[src/rtl/stream_rr_arbiter.sv]
// stream_rr_arbiter: merges NUM_SRC valid/ready streams into one output stream.
// The grant is held for a whole packet or MAX_BURST beats, whichever ends first.
// The datapath is pure combinational muxing with no storage; only the
// arbitration state is registered.
module stream_rr_arbiter #(
   parameter int WIDTH     = 64,
   parameter int NUM_SRC   = 4,
   parameter int LOG_SRC   = 2,
   parameter int MAX_BURST = 16,
   parameter int LOG_BURST = 4
) (
   input  logic                       clk,
   input  logic                       reset,
   input  logic [NUM_SRC*WIDTH-1:0]   ss_data,
   input  logic [NUM_SRC-1:0]         ss_valid,
   input  logic [NUM_SRC-1:0]         ss_last,
   output logic [NUM_SRC-1:0]         ss_ready,
   output logic [WIDTH-1:0]           ms_data,
   output logic [LOG_SRC-1:0]         ms_src,
   output logic                       ms_last,
   output logic                       ms_valid,
   input  logic                       ms_ready
);

   localparam logic [0:0]         IDLE      = 1'b0;
   localparam logic [0:0]         GRANT     = 1'b1;
   localparam logic [LOG_SRC:0]   NSRC      = (LOG_SRC+1)'(NUM_SRC);
   localparam logic [LOG_SRC-1:0] LAST_SRC  = LOG_SRC'(NUM_SRC-1);
   localparam logic [LOG_BURST:0] BURST_END = (LOG_BURST+1)'(MAX_BURST-1);

   logic [0:0]         r_fsm;
   logic [LOG_SRC-1:0] r_grant;
   logic [LOG_SRC-1:0] r_prio;
   logic [LOG_BURST:0] r_beat_cnt;

   logic               w_found;
   logic [LOG_SRC-1:0] w_pick;
   logic [LOG_SRC:0]   w_idx;
   logic [WIDTH-1:0]   w_sel_data;
   logic               w_sel_valid;
   logic               w_sel_last;
   logic               w_granted;
   logic               w_accept;
   logic               w_release;

   // Round-robin search: walk downwards so the candidate closest to prio wins.
   always_comb begin
      w_found = 1'b0;
      w_pick  = '0;
      w_idx   = '0;
      for (int k = NUM_SRC-1; k >= 0; k--) begin
         w_idx = {1'b0, r_prio} + (LOG_SRC+1)'(k);
         if (w_idx >= NSRC) w_idx = w_idx - NSRC;
         if (ss_valid[w_idx[LOG_SRC-1:0]]) begin
            w_found = 1'b1;
            w_pick  = w_idx[LOG_SRC-1:0];
         end
      end
   end

   // Select the granted source's data, valid and last.
   always_comb begin
      w_sel_data  = '0;
      w_sel_valid = 1'b0;
      w_sel_last  = 1'b0;
      for (int i = 0; i < NUM_SRC; i++) begin
         if (r_grant == LOG_SRC'(i)) begin
            w_sel_data  = ss_data[i*WIDTH +: WIDTH];
            w_sel_valid = ss_valid[i];
            w_sel_last  = ss_last[i];
         end
      end
   end

   // Output stream and per-source ready; reset masks handshakes immediately.
   always_comb begin
      w_granted = (r_fsm == GRANT) && !reset;
      ms_valid  = w_granted && w_sel_valid;
      ms_data   = (r_fsm == GRANT) ? w_sel_data : '0;
      ms_last   = (r_fsm == GRANT) ? w_sel_last : 1'b0;
      ms_src    = r_grant;
      for (int i = 0; i < NUM_SRC; i++) begin
         ss_ready[i] = w_granted && ms_ready && (r_grant == LOG_SRC'(i));
      end
      w_accept  = ms_valid && ms_ready;
      // A burst-limit release leaves ms_last untouched; the packet resumes later.
      w_release = w_accept && (w_sel_last || (r_beat_cnt == BURST_END));
   end

   // Arbitration state: pick a source in IDLE, count beats and release in GRANT.
   always_ff @(posedge clk) begin
      if (reset) begin
         r_fsm      <= IDLE;
         r_grant    <= '0;
         r_prio     <= '0;
         r_beat_cnt <= '0;
      end else if (r_fsm == IDLE) begin
         if (w_found) begin
            r_grant    <= w_pick;
            r_beat_cnt <= '0;
            r_fsm      <= GRANT;
         end
      end else begin
         if (w_release) begin
            r_fsm  <= IDLE;
            r_prio <= (r_grant == LAST_SRC) ? '0 : r_grant + 1'b1;
         end else if (w_accept) begin
            r_beat_cnt <= r_beat_cnt + 1'b1;
         end
      end
   end

endmodule

[config.mk]
export PLATFORM = sky130hd
export DESIGN_NAME = stream_rr_arbiter
export DESIGN_NICKNAME = d
export VERILOG_FILES = /design/src/rtl/stream_rr_arbiter.sv
export SDC_FILE = /design/constraint.sdc
export NUM_CORES = 1
export LEC_CHECK = 0
export CORE_AREA = 2 2 130 132
export CTS_CLUSTER_SIZE = 28
export DETAILED_ROUTE_END_ITERATION = 16
export DIE_AREA = 0 0 132 134
export MAX_ROUTING_LAYER = met4
export PLACE_DENSITY = 0.69
export SYNTH_ARGS = -nofsm -noshare
export SYNTH_HDL_FRONTEND = slang
export SYNTH_SLANG_ARGS = --single-unit
[constraint.sdc]
create_clock -name clk -period 5.65 [get_ports clk]
set_input_delay 1.13 -clock clk [delete_from_list [all_inputs] [get_ports clk]]
set_output_delay 1.13 -clock clk [all_outputs]
set_load 0.005 [all_outputs]
* Word level (Yosys, flattened, before mapping)
Index checks and enable logic that the tools add are counted.
Operators by class: multiplexer cells 42, bitwise logic cells 1, $lt $le $gt $ge 8, reduce and logical (&&, ||, !) cells 16, add/sub/neg operators 9, equality and inequality tests 6
Operators by type and width (count):
- $mux 64 | 5
- $mux 1 | 20
- $mux 5 | 4
- $mux 2 | 9
- $lt 2x3->1 const B | 4
- $ge 3x3->1 const B | 3
- $logic_and 1x1->1 | 9
- $bmux 1 s2 | 4
- $sub 2x1->2 const B | 4
- $add 2x2->3 const B | 2
- $add 5x1->5 const B | 1
- $eq 5x4->1 const B | 1
- $eq 2x2->1 const B | 2
- $reduce_and 2->1 | 2
- $add 2x1->3 const B | 1
- $ge 2x3->1 const B | 1
- $reduce_and 3->1 | 1
- $add 2x1->2 const B | 1
- $eq 2x1->1 const B | 1
- $logic_not 2->1 | 1
- $ne 2x1->1 const B | 1
- $ne 2x2->1 const B | 1
- $reduce_bool 2->1 | 1
- $logic_not 1->1 | 1
- other kinds (2) | 2
Word-level totals: bits in registers 10, output and inout bits 72, input bits 267

* Logic depth before layout (Yosys ltp)
Gate-level depths: netlist (run 1).
word-level depth 11, depth in mapped cells 10, mapped depth without buffers 7

* Least setup slack after synthesis (run 1)
OpenSTA, ideal clock, no wires.
path type input port to output port, start point input port reset, end point output port ms_valid, path slack 2703 ps, cell stages on the path 4, path buffers 1, data arrival time 1817 ps, required time 4520 ps, cells stage by stage clkbuf_1 -> nor2b_2 -> o311a_2 -> and2_2
On the way: longest elaborated chain between the ends 3
Ends and longest elaborated chain:
- from (decl) | RTL line 13 | input logic reset,
- $logic_not 1->1 | RTL line 77 | w_granted = (r_fsm == GRANT) && !reset;
- $logic_and 1x1->1 | RTL line 77
- $logic_and 1x1->1 | RTL line 78 | ms_valid = w_granted && w_sel_valid;
- to (decl) | RTL line 21 | output logic ms_valid,
Every way passes these cells.

* Worst setup path in the final report (run 1)
start point register r_grant[0] (netlist: ms_src[0]), end point output port ms_data[59]
On the way: longest elaborated chain between the ends 6, elaborated cells between the ends (all ways) 9, those cells by class eq/ne: 3; mux: 5; reduce/logical: 1
Ends and longest elaborated chain:
- from (decl) | RTL line 32 | logic [LOG_SRC-1:0] r_grant;
- from (signal assigned) | RTL line 99 | r_grant <= w_pick;
- $logic_not 2->1 | RTL line 67 | if (r_grant == LOG_SRC'(i)) begin
- $mux 64 (3 in series) | RTL line 67
- $mux 64 (*) | RTL line 67
- $mux 64 (*) | RTL line 79 | ms_data = (r_fsm == GRANT) ? w_sel_data : '0;
- to (decl) | RTL line 18 | output logic [WIDTH-1:0] ms_data,
Every way passes the cells marked *; elsewhere a longest branch is shown, timed or not.

==> impl_metrics.json, run 1 <==
{
  "cts_resized": 0,
  "ant_nets": 0,
  "pre_cts_ws_ns": 1.633,
  "hold_viol": 0,
  "reg2reg_to": "r_beat_cnt[3]",
  "reg2reg_from": "ms_src[0]",
  "syn_nets": 738,
  "grt_pass1_vias": 4445,
  "ioPinCount": 339,
  "clk_pin_slew_ns": 0.04,
  "pwr-share-clk_pct": 17.2,
  "swShare_pct": 31.03,
  "dpl.hpwl_microns": 12910,
  "die_height_microns": 134,
  "syn_area_sq_um": 2815,
  "cp-start-kind": "flop",
  "ctsHoldBuffers": 0,
  "cp-endpoint": "ms_data[59]",
  "final_common_cell": "clkdlybuf4s50_1",
  "cts_buffer_depth": 2,
  "fin_crit_ns": 4.295,
  "setup_slack_ns": 1.355,
  "n_fill_cell": 1733,
  "slew_violations": 0,
  "grt_pass1_wl_microns": 25170,
  "drive_gt1_share_pct": 3.285,
  "grt_setup_unrepaired": "false",
  "grt.total_usage_pct": 18.02,
  "start_util_pct": 17.28,
  "post-route-period-util_pct": 76.02,
  "power.leakage_nw": 2.241,
  "max_slew_margin_pct": 47.15,
  "io_buffers": 338,
  "drt-total-wl_microns": 16750,
  "insertion_delay_ns": 0.24,
  "ys_seq_area_share_pct": 7.111,
  "n_antenna_cell": 0,
  "combPwrFrac_pct": 72.0,
  "setup_viol": 0,
  "synth_edf_count": 0,
  "status": "complete, no violations",
  "routedWlPerCell_microns": 17.08,
  "skew_ns": 0.001233,
  "switchingPower_w": 0.0002227,
  "via_count": 4658,
  "cp.required_ns": 4.52,
  "cts_sinks": 10,
  "p_int_w": 0.0004950,
  "dp.cells": 978,
  "worstRegToRegCells": 8,
  "end_kind": "primary output",
  "syn_area_per_cell_sq_um": 6.054,
  "num-nets-final": 1036,
  "core_region_area_sq_um": 16290,
  "avgViaCountPerCell": 4.748,
  "synth_flop_cell": "dfxtp_1",
  "worstSetupStartpoint": "ms_src[0]",
  "stdcell_count": 981,
  "max_freq_ghz": 0.2328,
  "drt_iter0_markers": 248,
  "timing.hold.ws_ns": 0.4581,
  "synth_async_sr_flop_share_pct": 0,
  "cts_tree": "built",
  "rows": 47,
  "die_w_microns": 132,
  "h-tree-depth": 1,
  "clock-root-buffer": "clkbuf_16",
  "synth_warnings": 0,
  "synth_cell_type_count": 40,
  "die_area_sq_um": 17690,
  "grt_max_degree": 75,
  "arrival_ns": 3.16,
  "worst_pin_slew_ns": 0.7928,
  "postCtsSetupBuffers": 0,
  "max-vdd-ir-drop_v": 0.0001138,
  "setup_tns_ns": 0,
  "critical_path_class": "reg -> out",
  "p_per_area_nw_per_um2": 111.8,
  "reg2reg_setup_slack_ns": 3.09,
  "area_growth_pct": 128.0,
  "antenna_found_initial": 0,
  "place.gp.congestion": 0.8826,
  "final_util_pct": 39.41,
  "grt_overflow_total": 0,
  "synthCells": 465,
  "first_pass_iters": 4,
  "pwr-share-seq_pct": 10.8,
  "synth_seq_cells": 10,
  "cp_max_fo": 34,
  "mostFrequentLayoutCells": "clkdlybuf4s50_1, nor2_1, a21oi_1",
  "hold_path.class": "reg -> reg",
  "drc": 0,
  "cts_buffers": 3,
  "max-cap-violations": 0
}
cell usage after synthesis (3+ instances only):
library cell	count	area (sq um)
inv_1	6	22.52
buf_2	11	55.05
clkbuf_1	38	142.6
a221oi_1	63	551.8
a21oi_1	71	355.3
nor3_1	64	320.3
ha_1	6	75.07
nor2b_1	66	412.9
nand2_1	13	48.80
mux2i_1	4	40.04
nor2_1	72	270.3
dfxtp_1	10	200.2
and3_1	5	31.28
nand2b_1	3	18.77
and2_1	3	18.77
through the flow:
stage,instance area [sq um],total power (W)
after CTS,6420,0.0007228
after floorplan,2815,0.0002728
after global placement,6345,0.0005923
after global routing,6420,0.0007699
final,6420,0.0007176
after detailed placement,6345,0.0005955
worst max-delay path, cell delays in order, from the launching register on:
cell	delay, ns
dfxtp_1	0.46
ha_2	0.75
nor2b_4	0.07
buf_4	0.27
a221oi_1	0.53
nor3_1	0.16
a21oi_1	0.17
nor2b_1	0.06
clkdlybuf4s50_1	0.44
registers in the layout, indices dropped and copies added, names as in the netlist:
register / cells
ms_src: 2
r_beat_cnt: 5
r_prio: 2
r_fsm: 1
power groups by stage:
stage	Combinational [W]	Sequential [W]	Clock, W
CTS	0.000519	0.0000779	0.000126
finish	0.000517	0.0000778	0.000123
global placement	0.000513	0.0000788	0
detailed placement	0.000516	0.0000791	0
global route	0.000561	0.0000786	0.000130
floorplan	0.000198	0.0000753	0
kinds of logic after synthesis:
kind of cell               after synthesis  share of synthesized area [%]
and+or+nand+nor                        237                          43.33
buffers and inverters                   60                          9.022
adders and majority gates                6                          2.667
muxes                                    4                          1.422
DFF                                     10                          7.111
AOI/OAI and AO/OA                      148                          36.44
routing by layer:
metal	vias to the layer above	GRT usage, %	share of wire (%)
li1	2316	-	-
met1	2106	22.52	42
met2	215	30.61	48
met3	21	3.061	7.3
met4	0	3.744	2.1
met5	-	-	0
worst min-delay path by stage:
stage	from	endpoint	cells past startpoint
6_report	r_beat_cnt[4]	r_beat_cnt[4]	2
3_3_place_gp	r_beat_cnt[4]	r_beat_cnt[4]	2
3_5_place_dp	r_beat_cnt[4]	r_beat_cnt[4]	2
4_1_cts	r_beat_cnt[4]	r_beat_cnt[4]	2
5_1_grt	r_beat_cnt[3]	r_beat_cnt[3]	2
2_1_floorplan	r_beat_cnt[4]	r_beat_cnt[4]	2
area by class of cell:
class,instances,area [sq um],area share [%]
sequential,10,201.4,3.138
multi-input combinational,395,2386,37.17
inverter,7,26.28,0.4093
timing repair buffer,346,3456,53.83
clock buffer,3,75.07,1.169
tap,220,275.3,4.288
No activity file was read; power rests on OpenSTA's default activity.
==> run 2, diff against run 1 <==
Settings changed: CORE_AREA 2 2 130 132 to 2 2 133 135, DIE_AREA 0 0 132 134 to 0 0 135 137, PLACE_DENSITY 0.69 to 0.67.
Clock period 5.65 ns to 4.4 ns, I/O delays scaled along.
==> run 2 against run 1 <==
Design area up 0.66%. Sequential power is 28% higher. Clock power increased by 50%. Critical path type unchanged. Highest routed layer unchanged.
==> impl_metrics.json, run 2 (same netlist as run 1, synthesis figures left out) <==
{
  "start_util_pct": 16.51,
  "die_w_microns": 135,
  "status": "complete, no violations",
  "worst_pin_slew_ns": 0.6042,
  "power.leakage_nw": 2.268,
  "max-cap-violations": 0,
  "grt.total_usage_pct": 17.12,
  "cts_resized": 0,
  "grtUsageMet1_pct": 21.09,
  "num-nets-final": 1039,
  "postCtsSetupBuffers": 0,
  "max-vdd-ir-drop_v": 0.0001390,
  "cts_tree": "built",
  "switchingPower_w": 0.0002967,
  "cts_buffers": 3,
  "met3_usage_pct": 3.000,
  "avgViaCountPerCell": 4.749,
  "ctsHoldBuffers": 0,
  "gr-usage-met2_pct": 29.75,
  "cts_sinks": 10,
  "mostFrequentLayoutCells": "clkdlybuf4s50_1, nor2_1, a21oi_1",
  "clk_pin_slew_ns": 0.04,
  "dpl-instance-area_sq_um": 6374,
  "cts_buffer_depth": 2,
  "slew_violations": 0,
  "hold_path.class": "reg -> reg",
  "via_count": 4702,
  "cp-start-kind": "flop",
  "drt-total-wl_microns": 17460,
  "top_register": "r_beat_cnt",
  "grt_setup_unrepaired": "false",
  "grt_max_degree": 54,
  "arrival_ns": 3.06,
  "critical_path_class": "reg -> out",
  "max_freq_ghz": 0.2538,
  "first_pass_iters": 4,
  "dp.cells": 986,
  "swShare_pct": 31.11,
  "setup_viol": 0,
  "dpl.hpwl_microns": 13460,
  "ioPinCount": 339,
  "ant_nets": 0,
  "die_area_sq_um": 18500,
  "final_util_pct": 37.89,
  "stdcell_count": 990,
  "pwr-share-clk_pct": 19.4,
  "grt_pass1_wl_microns": 24540,
  "multiInputGateArea_sq_um": 2386,
  "drt_iter0_markers": 313,
  "timing.hold.ws_ns": 0.4649,
  "setup_tns_ns": 0,
  "drc": 0,
  "n_fill_cell": 1792,
  "fin_crit_ns": 3.940,
  "core_region_area_sq_um": 17060,
  "die_height_microns": 137,
  "cp_max_fo": 28,
  "pwr-share-seq_pct": 10.4,
  "largest_register_ffs": 5,
  "routedWlPerCell_microns": 17.64,
  "grt_pass1_vias": 4349,
  "h-tree-depth": 1,
  "clock-root-buffer": "clkbuf_16",
  "area_growth_pct": 129.6,
  "drive_gt1_share_pct": 3.791,
  "final_common_cell": "clkdlybuf4s50_1",
  "io_buffers": 338,
  "cp.required_ns": 3.52,
  "max_slew_margin_pct": 59.72,
  "n_antenna_cell": 0,
  "skew_ns": 0.001790,
  "hold_viol": 0,
  "final_area_sq_um": 6462,
  "regArea_sq_um": 201.4,
  "post-route-period-util_pct": 89.55,
  "insertion_delay_ns": 0.24,
  "grt_overflow_total": 0,
  "p_per_area_nw_per_um2": 147.6,
  "place.gp.congestion": 0.9412,
  "combPwrFrac_pct": 70.2,
  "p_int_w": 0.0006569,
  "grt-busiest-layer": "met2",
  "antenna_found_initial": 0,
  "rows": 48,
  "end_kind": "primary output"
}
==> run 2: cell count changes in the layout (fill, tap and decap cells not counted) <==
cell / previous run / this run
clkbuf_8: 0 / 1
buf_4: 7 / 10
==> run 2: area by class of cell <==
class,instances,share of cell area [%]
flip-flops and latches,10,3.117
well taps,225,4.356
inverters,7,0.4066
repair buffers,349,53.82
multi-input cells,395,36.92
clock buffers,4,1.375
==> run 2: per-stage QoR <==
stage | total power [W] | worst slack [ns]
4_1_cts | 0.0009581 | 0.4407
3_3_place_gp | 0.0007676 | 0.7661
6_report | 0.0009536 | 0.4597
3_5_place_dp | 0.0007695 | 0.6941
5_1_grt | 0.001015 | 0.2233
2_1_floorplan | 0.0003503 | 1.847
==> run 2: worst paths after layout <==
path	start	slack [ns]	cells past startpoint	end
worst max-delay path	ms_src[1]	0.46	9	ms_data[11]
worst min-delay path	r_beat_cnt[4]	0.46	2	r_beat_cnt[4]
worst max register to register	ms_src[0]	2.02	6	r_prio[1]
worst min register to register	r_beat_cnt[4]	0.46	2	r_beat_cnt[4]
==> run 2: power groups by stage <==
stage                     clock network (W)  registers (W)  logic [W]
final                              0.000185      0.0000995   0.000669
after floorplan                           0      0.0000966   0.000254
after global placement                    0       0.000101   0.000667
after detailed placement                  0       0.000101   0.000668
after CTS                          0.000186      0.0000996   0.000672
after global routing               0.000191       0.000100   0.000723
==> run 2: per-layer routing <==
layer,vias up,routed length [microns]
met1,2161,7173
met4,0,250
met5,-,0
met2,199,8749
li1,2321,-
met3,21,1290
==> run 2: critical path: stages (launching register included) <==
cell and delay, ns:
dfxtp_1 0.43, inv_1 0.10, ha_2 0.38, nor2b_4 0.40, buf_4 0.39, a221oi_1 0.13, nor3_1 0.17, a21oi_1 0.06
nor2b_1 0.20, clkdlybuf4s50_1 0.53
==> run 3, diff against run 2 <==
Settings changed: SETUP_SLACK_MARGIN set to 0.05.
==> results of run 3 <==
Same layout as run 2: the final DEF is identical, and so are final timing and power.
